### config.mk
export PLATFORM = sky130hd
export DESIGN_NAME = bm_multicore_nonce_scheduler
export DESIGN_NICKNAME = d
export VERILOG_FILES = /design/src/rtl/bm_multicore_nonce_scheduler.sv
export SDC_FILE = /design/constraint.sdc
export NUM_CORES = 1
export LEC_CHECK = 0
export BUFFER_PORTS_ARGS = -buffer_cell sky130_fd_sc_hd__buf_4
export CORE_MARGIN = 5
export CORE_UTILIZATION = 60
export DETAILED_ROUTE_END_ITERATION = 8
export GPL_TIMING_DRIVEN = 1
export HOLD_SLACK_MARGIN = 0.12
export PLACE_DENSITY = 0.86
export SLEW_MARGIN = 20
export SYNTH_ARGS = -nofsm -noshare
export SYNTH_HDL_FRONTEND = slang
export SYNTH_SLANG_ARGS = --single-unit
### constraint.sdc
create_clock -name clk_100m -period 13.75 [get_ports clk_100m]
set_input_delay 1.375 -clock clk_100m [delete_from_list [all_inputs] [get_ports clk_100m]]
set_output_delay 1.375 -clock clk_100m [all_outputs]
set_load 0.01 [all_outputs]
### src/rtl/bm_multicore_nonce_scheduler.sv
// Splits one job's nonce range across NUM_CORES hash engines, checks responses against a target,
// and queues hits in a FWFT result FIFO; adds thermal throttle, job abort and hash/drop accounting.
module bm_multicore_nonce_scheduler #(
    parameter int NUM_CORES  = 4,
    parameter int NONCE_W    = 32,
    parameter int CMP_W      = 32,
    parameter int FIFO_DEPTH = 8,
    parameter int TEMP_W     = 8,
    parameter int TEMP_HI    = 130,
    parameter int TEMP_LO    = 110,
    localparam int CID_W     = (NUM_CORES > 1) ? $clog2(NUM_CORES) : 1
) (
    input  logic                         clk_100m,
    input  logic                         reset,
    input  logic                         job_start,
    input  logic [NONCE_W-1:0]           start_nonce,
    input  logic [NONCE_W-1:0]           nonce_range,
    input  logic [CMP_W-1:0]             target,
    input  logic                         job_abort,
    input  logic [TEMP_W-1:0]            temperature,
    output logic [NUM_CORES-1:0]         core_req_valid,
    input  logic [NUM_CORES-1:0]         core_req_ready,
    output logic [NUM_CORES*NONCE_W-1:0] core_req_nonce,
    input  logic [NUM_CORES-1:0]         core_rsp_valid,
    input  logic [NUM_CORES*NONCE_W-1:0] core_rsp_nonce,
    input  logic [NUM_CORES*CMP_W-1:0]   core_rsp_hash,
    output logic                         res_valid,
    input  logic                         res_ready,
    output logic [NONCE_W-1:0]           res_nonce,
    output logic [CID_W-1:0]             res_core,
    output logic                         busy,
    output logic                         throttle,
    output logic                         job_done,
    output logic [31:0]                  hash_count,
    output logic [15:0]                  drop_count,
    output logic [1:0]                   state
);
    localparam int CNT_W = $clog2(NUM_CORES + 1);
    localparam int AW    = $clog2(FIFO_DEPTH);
    localparam int OUT_W = 32;
    localparam logic [TEMP_W-1:0] T_HI = TEMP_W'(TEMP_HI);
    localparam logic [TEMP_W-1:0] T_LO = TEMP_W'(TEMP_LO);

    typedef enum logic [1:0] {
        IDLE     = 2'd0,
        DISPATCH = 2'd1,
        DRAIN    = 2'd2
    } state_t;

    function automatic logic [CNT_W-1:0] popcount(input logic [NUM_CORES-1:0] v);
        logic [CNT_W-1:0] n;
        n = '0;
        for (int i = 0; i < NUM_CORES; i++) n = n + CNT_W'(v[i]);
        return n;
    endfunction

    function automatic int wrap_idx(input int base, input int k);
        return (base + k) % NUM_CORES;
    endfunction

    state_t               state_q, state_d;
    logic                 job_done_d;
    logic                 load_en, load_found;
    logic [CID_W-1:0]     load_idx, rr_ptr;
    logic [NUM_CORES-1:0] slot_valid, accepts, hit_vec;
    logic [NONCE_W-1:0]   slot_nonce [NUM_CORES];
    logic [NONCE_W-1:0]   nonce_ptr, remaining;
    logic [CMP_W-1:0]     target_q;
    logic [OUT_W-1:0]     outstanding, outstanding_d;
    logic [OUT_W:0]       out_sum;
    logic                 abort_flag, abort_hit;
    logic [CNT_W-1:0]     acc_cnt, rsp_cnt, hit_cnt, drop_inc;
    logic [CID_W-1:0]     first_hit;
    logic                 any_hit, push, pop, fifo_full;
    logic [16:0]          drop_sum;
    logic [NONCE_W-1:0]   fifo_nonce [FIFO_DEPTH];
    logic [CID_W-1:0]     fifo_core  [FIFO_DEPTH];
    logic [AW-1:0]        wr_ptr, rd_ptr;
    logic [AW:0]          fifo_cnt;

    assign abort_hit      = job_abort && (state_q != IDLE);
    assign accepts        = slot_valid & core_req_ready;
    assign acc_cnt        = popcount(accepts);
    assign rsp_cnt        = popcount(core_rsp_valid);
    assign fifo_full      = (fifo_cnt == (AW+1)'(FIFO_DEPTH));
    assign res_valid      = (fifo_cnt != '0);
    assign pop            = res_valid && res_ready;
    assign res_nonce      = res_valid ? fifo_nonce[rd_ptr] : '0;
    assign res_core       = res_valid ? fifo_core[rd_ptr] : '0;
    assign core_req_valid = slot_valid;
    assign busy           = (state_q != IDLE);
    assign state          = state_q;

    always_comb begin
        core_req_nonce = '0;
        for (int i = 0; i < NUM_CORES; i++) core_req_nonce[i*NONCE_W +: NONCE_W] = slot_nonce[i];
    end

    // Round-robin search for the first empty slot at or after rr_ptr.
    always_comb begin
        load_found = 1'b0;
        load_idx   = '0;
        for (int k = 0; k < NUM_CORES; k++) begin
            if (!load_found && !slot_valid[wrap_idx(int'(rr_ptr), k)]) begin
                load_found = 1'b1;
                load_idx   = CID_W'(wrap_idx(int'(rr_ptr), k));
            end
        end
    end

    always_comb begin
        hit_vec   = '0;
        first_hit = '0;
        for (int i = 0; i < NUM_CORES; i++)
            hit_vec[i] = core_rsp_valid[i] && (core_rsp_hash[i*CMP_W +: CMP_W] < target_q) && !abort_flag;
        for (int i = NUM_CORES - 1; i >= 0; i--)
            if (hit_vec[i]) first_hit = CID_W'(i);
        hit_cnt  = popcount(hit_vec);
        any_hit  = (hit_vec != '0);
        push     = any_hit && (!fifo_full || pop);
        drop_inc = hit_cnt - CNT_W'(push);
        drop_sum = {1'b0, drop_count} + 17'(drop_inc);
        out_sum  = {1'b0, outstanding} + (OUT_W+1)'(acc_cnt);
        if (out_sum < (OUT_W+1)'(rsp_cnt)) outstanding_d = '0;
        else                               outstanding_d = OUT_W'(out_sum - (OUT_W+1)'(rsp_cnt));
    end

    always_ff @(posedge clk_100m) begin
        if (reset) state_q <= IDLE;
        else       state_q <= state_d;
    end

    // NOTE: every output of this block gets a default first, so no path can infer a latch.
    always_comb begin
        state_d    = state_q;
        job_done_d = 1'b0;
        load_en    = 1'b0;
        case (state_q)
            IDLE: if (job_start) state_d = DISPATCH;
            DISPATCH: begin
                if (job_abort || remaining == '0) state_d = DRAIN;
                else if (!throttle && load_found) load_en = 1'b1;
            end
            DRAIN: begin
                if (!job_abort && slot_valid == '0 && outstanding == '0) begin
                    state_d    = IDLE;
                    job_done_d = 1'b1;
                end
            end
            default: state_d = IDLE;
        endcase
    end

    always_ff @(posedge clk_100m) begin
        if (reset) begin
            job_done    <= 1'b0;
            slot_valid  <= '0;
            for (int i = 0; i < NUM_CORES; i++) slot_nonce[i] <= '0;
            rr_ptr      <= '0;
            nonce_ptr   <= '0;
            remaining   <= '0;
            target_q    <= '0;
            outstanding <= '0;
            abort_flag  <= 1'b0;
            throttle    <= 1'b0;
            hash_count  <= '0;
            drop_count  <= '0;
            wr_ptr      <= '0;
            rd_ptr      <= '0;
            fifo_cnt    <= '0;
        end else begin
            job_done    <= job_done_d;
            outstanding <= outstanding_d;
            hash_count  <= hash_count + 32'(rsp_cnt);
            drop_count  <= drop_sum[16] ? 16'hFFFF : drop_sum[15:0];

            if (state_q == IDLE && job_start) begin
                nonce_ptr <= start_nonce;
                remaining <= nonce_range;
                target_q  <= target;
            end else if (abort_hit) begin
                remaining <= '0;
            end else if (load_en) begin
                nonce_ptr <= nonce_ptr + 1'b1;
                remaining <= remaining - 1'b1;
                rr_ptr    <= (int'(load_idx) == NUM_CORES - 1) ? '0 : load_idx + 1'b1;
            end

            // A slot is only loaded while empty, so load and handshake never meet on one slot.
            for (int i = 0; i < NUM_CORES; i++) begin
                if (abort_hit) begin
                    slot_valid[i] <= 1'b0;
                end else if (load_en && load_idx == CID_W'(i)) begin
                    slot_valid[i] <= 1'b1;
                    slot_nonce[i] <= nonce_ptr;
                end else if (accepts[i]) begin
                    slot_valid[i] <= 1'b0;
                end
            end

            if (abort_hit)       abort_flag <= 1'b1;
            else if (job_done_d) abort_flag <= 1'b0;

            if (temperature > T_HI)      throttle <= 1'b1;
            else if (temperature < T_LO) throttle <= 1'b0;

            if (push) wr_ptr <= wr_ptr + 1'b1;
            if (pop)  rd_ptr <= rd_ptr + 1'b1;
            fifo_cnt <= fifo_cnt + (AW+1)'(push) - (AW+1)'(pop);
        end
    end

    // NOTE: FIFO storage is deliberately not reset; read data is gated by res_valid instead.
    always_ff @(posedge clk_100m) begin
        if (push) begin
            fifo_nonce[wr_ptr] <= core_rsp_nonce[first_hit*NONCE_W +: NONCE_W];
            fifo_core[wr_ptr]  <= first_hit;
        end
    end
endmodule

# Yosys cells after proc, flatten, opt, wreduce, memory -nomap -nowiden
# Memories as Yosys holds them, arrays and structs flattened. A register that Yosys moved wholly into a read port is not among the register bits.
# Cells that the tools add are included.
# Widths: inputs -> output; s select.
# classes
n_mux	82
add_sub_neg	24
reduce_logical	57
shift	1
magnitude_cmp	11
n_eq_ne	11
bitwise	10
# op_table
op	n
$mux 32	11
$lt 32x32->1	4
$shiftx 128x8->32	1
$logic_not 32->1	2
$mux 1	48
$add 32x3->33	1
$lt 33x3->1	1
$add 32x1->32 const B	1
$add 32x3->32	1
$sub 32x1->32 const B	1
$sub 32x3->32	1
$mux 2	13
$logic_and 1x1->1	22
$add 16x3->17	1
$mux 16	1
$reduce_bool 2->1	8
$lt 3x4->1 const B	3
$mux 3	4
$reduce_or 2->1	5
$add 2x1->3	3
$add 3x1->3	3
$logic_not 1->1	9
$bmux 1 s2	4
$gt 8x8->1 const B	1
26 further kinds	47
# totals
ram_bits	400
memories	3
reg_bits	197
output_inout_bits	220
# mem_list
memory	depth	word_bits	read_ports	rd_ports_with_merged_regs	write_ports	line_no	text
fifo_nonce	8	32	1	1	1	76	logic [NONCE_W-1:0] fifo_nonce [FIFO_DEPTH];
slot_nonce	4	32	4	0	4	66	logic [NONCE_W-1:0] slot_nonce [NUM_CORES];
fifo_core	8	2	1	1	1	77	logic [CID_W-1:0] fifo_core [FIFO_DEPTH];

# Longest topological paths before layout
# depth
word_depth	25
mapped_depth	25

# Worst setup path before layout
# Ideal clock, no wire load.
# synth_timing
path_type	input to register
startpoint	input core_rsp_hash[73]
endpoint	register drop_count[10]
setup_time_ns	0.070
t_arrival_ns	6.566
stages	24
path_slack_ns	7.114
n_path_buf	1
cell_sequence	ha_1 > a21o_1 > a21o_1 > a221oi_1 > o21a_1 > o31ai_1 > a311oi_1 > inv_1 > a41oi_2 > ha_1 > fa_1 > inv_1 > ha_1 > fa_1 > inv_1 > fa_1 > nor2b_1 > o2111a_1 > nand3_1 > nor2_1 > and3_1 > nand3_1 > clkbuf_1 > a21oi_1
# synth_via
elab_chain_len	8
word_cells_on_any_way	10
# synth_rtl
item	line_no	text
start, declared	26	input logic [NUM_CORES*CMP_W-1:0] core_rsp_hash,
$lt 32x32->1	115	hit_vec[i] = core_rsp_valid[i] && (core_rsp_hash[i*CMP_W +: CMP_W] < target_q) && !abort_flag;
$logic_and 1x1->1 (2 in a row)	115	
$reduce_bool 4->1	119	any_hit = (hit_vec != '0);
$logic_and 1x1->1	120	push = any_hit && (!fifo_full || pop);
net push	74	logic any_hit, push, pop, fifo_full;
$sub 3x1->3	121	drop_inc = hit_cnt - CNT_W'(push);
$add 16x3->17	122	drop_sum = {1'b0, drop_count} + 17'(drop_inc);
$mux 16	175	drop_count <= drop_sum[16] ? 16'hFFFF : drop_sum[15:0];
end signal, assigned	175	
end, declared	35	output logic [15:0] drop_count,
# The timed path passes the listed nets, and every way through them passes these cells.
# A chain may end at the register's enable or synchronous reset.

# Worst setup path after layout
# layout_timing
startpoint	input core_rsp_hash[97]
endpoint	register drop_count[10]
# The elaborated chain is that of the path after synthesis.

==> results by group <==
Outcome
  – Outcome: finished, final reports clean

Logic synthesis
  – Yosys cell types: 80
  – Synth Flop Type: edfxtp_1
  – Post-synth top area share: 0.4036
  – Cell taking the most area after synthesis: edfxtp_1
  – Most common cell in the netlist: edfxtp_1
  – Post-synthesis register bit count: 600
  – Sequential cell area fraction in the yosys report: 0.5381
  – Most frequent cells after synthesis: 400 x edfxtp_1, 256 x nor2_1, 200 x dfxtp_1
  – Syn nets: 3075
  – Synth top area cells: edfxtp_1 40%, dfxtp_1 13%, ha_1 6.4%, mux4_2 5.1%, mux2i_1 4.7%
  – Avg Inst Size Synth: 11.72 sq um
  – Synthesized area: 0.02976 sq mm
  – Synth Warn #: 0
  – Post-synth EDFFs: 400
  – Synthesized instance count: 2540
  – Post-synth ARST share: 0

Clock tree
  – Clock transition at path regs: 70 ps
  – CTS Buf Count: 59
  – CTS tree: done
  – CTS root buf: clkbuf_16
  – H-tree levels: 2
  – Post-cts gate resize count: 0
  – Hold Buf Count CTS: 0
  – Setup Buffers After CTS: 0
  – CTS max path bufs: 3
  – Clock sinks: 600
  – Clock Latency Late Sink: 630 ps

Placement
  – GP Congestion: 0.9296
  – Placed Cells: 3689
  – I/O Buffers: 592
  – Post-DP HPWL: 64730 um
  – Worst slack, placed: 6101 ps

Critical path
  – CP peak stage delay: 550 ps
  – Crit path max fanout: 13
  – CP cell instances: buf_4 -> ha_1 -> o21ai_0 -> o21ai_0 -> o2111a_1 -> a2111oi_0 -> o31ai_1 -> a311oi_1 -> inv_1 -> a41oi_2 -> ha_1 -> fa_1 -> inv_1 -> ha_1 -> fa_1 -> inv_1 -> fa_1 -> nor2b_1 -> o2111a_1 -> nand3_1 -> nor2_1 -> and3_1 -> nand3_1 -> a21oi_1
  – Crit path launch type: input pin
  – Req. time, crit path: 14280 ps
  – Slowest-stage cell, CP: a2111oi_0
  – CP Class: input pin to flop
  – Crit. End Element: flop
  – Arrival @ worst endpoint: 7630 ps

Floorplan
  – Num ports: 593
  – Die Area: 0.05416 sq mm
  – Core Rows: 81
  – Die Wd: 232.7 um
  – Core Region: 0.04905 sq mm
  – Die span in y: 232.7 um
  – Starting density of the core: 0.6067

Final layout
  – Fraction of layout cells with a size suffix above 1: 0.2649
  – Final #Nets: 3622
  – Final Util: 0.7509
  – Fin cells: 3807
  – P&R area growth vs syn: 23.76%

Timing
  – Fmax: 140.8 MHz
  – RSZ-0062 raised after global routing: false
  – Final Setup Violations: 0
  – Final min period: 7102 ps
  – Setup slack after layout: 6648 ps
  – Max Slew Vio Count: 0
  – Least-Margin Pin Slew: 1031 ps
  – Setup TNS: 0 ps
  – Setup Skew: 23.01 ps
  – Slew HR: 0.3126
  – Final Hold Viols: 0
  – Tcrit/Tclk final: 0.5165

Pwr
  – Pleak: 0.01512 uW
  – Net Sw Frac: 0.3167
  – Internal power: 3884 uW
  – Worst vdd ir: 0.1211 mV
  – Sw power: 1800 uW
  – Combinational share of power: 0.290
  – Pwr Density: 154.3 mW/mm^2
  – Clock power share: 0.299
  – Part of the power in registers: 0.410

Route
  – DRT antenna net count: 0
  – Wire length per cell: 24.46 um
  – Vias per Instance: 6.153
  – DR DRC count: 0
  – Detailed Routing Iterations Pass 1: 5
  – Vias: 23426
  – WL final: 93140 um
  – Iter 0 DRT Violations: 2457

Hold path
  – Worst min path class: flop to flop

GRT
  – Pin count of the biggest net entering global routing: 125
  – Vias in the first global route: 23853
  – Initial antenna violation count: 12
  – Gr usage total: 0.3328
  – First-pass GRT wire length: 139000 um
  – Grt ovf: 0

Run
  – Max Cap Viol: 0
==> critical path, delay by kind of cell <==
| kind | cells | cell delay (ps) |
|---|---|---|
| buffers and inverters | 4 | 380 |
| and+or+nand+nor | 5 | 1120 |
| adders and majority gates | 6 | 2220 |
| AOI/OAI and AO/OA | 9 | 2550 |
==> area by class of cell <==
class | count | area, sq um
Fill cell | 3169 | 12220
Clock inverter | 28 | 367.9
Tap cell | 664 | 830.8
Timing Repair Buffer | 617 | 4659
Sequential cell | 600 | 16020
Inverter | 82 | 307.8
Antenna cell | 10 | 25.02
Clock buffer | 79 | 1670
Multi-Input combinational cell | 1727 | 12950
==> power by group through the flow <==
stage / clock network [uW] / logic, uW / registers (uW)
2_1_floorplan: 0 / 1090 / 2300
3_3_place_gp: 0 / 1560 / 2340
3_5_place_dp: 0 / 1630 / 2360
4_1_cts: 1710 / 1650 / 2330
5_1_grt: 1800 / 1800 / 2350
6_report: 1700 / 1650 / 2330
==> path summary, 6_finish.rpt <==
check / from / end / slack [ps] / cells after the start
min: target_q[12] / target_q[12] / 460 / 2
min reg2reg: target_q[12] / target_q[12] / 460 / 2
max: core_rsp_hash[97] / drop_count[10] / 6650 / 24
max reg2reg: target_q[1] / drop_count[10] / 7060 / 24
==> cell families after synthesis <==
logic type                 after synthesis  share of synthesized area
xor gates and xnor gates               112                    0.03296
AOI/OAI and AO/OA                      373                    0.08156
muxes                                  210                    0.09926
adders and majority gates              162                    0.07063
and+or+nand+nor                        870                     0.1487
DFF                                    600                     0.5381
buffers and inverters                  213                    0.02880
==> per-stage QoR <==
stage          hold slack [ps]  power (uW)  instance area [sq um]
4_1_cts                  456.4        5682                  36770
2_1_floorplan            436.3        3387                  29760
3_5_place_dp             447.4        3986                  34730
5_1_grt                  475.9        5951                  36820
3_3_place_gp             442.1        3903                  34730
6_report                 456.8        5684                  36830
==> per-layer routing <==
| layer | global-route usage | wire length (um) | part of all wire | vias to the layer above |
|---|---|---|---|---|
| met3 | 0.07749 | 7913 | 0.085 | 240 |
| met5 | 0 | 43 | 0.00046 | - |
| li1 | - | - | - | 10587 |
| met4 | 0.1309 | 4169 | 0.045 | 8 |
| met1 | 0.3914 | 32970 | 0.35 | 11364 |
| met2 | 0.5919 | 48040 | 0.52 | 1227 |
==> registers in the layout, indices dropped and copies added, names as in the netlist, 2 cells and up, named ones only <==
register and flops:
fifo_cnt 4, drop_count 16, target_q 32, remaining 32, fifo_core 16, state 2
fifo_nonce 256, hash_count 32, slot_nonce 128, nonce_ptr 32, rr_ptr 2, core_req_valid 4
wr_ptr 3, outstanding 32, rd_ptr 3
==> cells in the final DEF, fill, tap and decap left out, drive strengths merged, types with 35 or more instances in the layout <==
cell type,count
nor4,35
nand4,49
nor3,59
o21ai,48
xor2,62
and3,144
a21oi,145
nand3,52
xnor2,50
clkbuf,79
a21o,36
mux2i,141
edfxtp,400
dfxtp,200
nor2,258
buf,617
ha,152
inv,84
nand2,168
mux4,68
No activity file was read; power rests on OpenSTA's default activity.
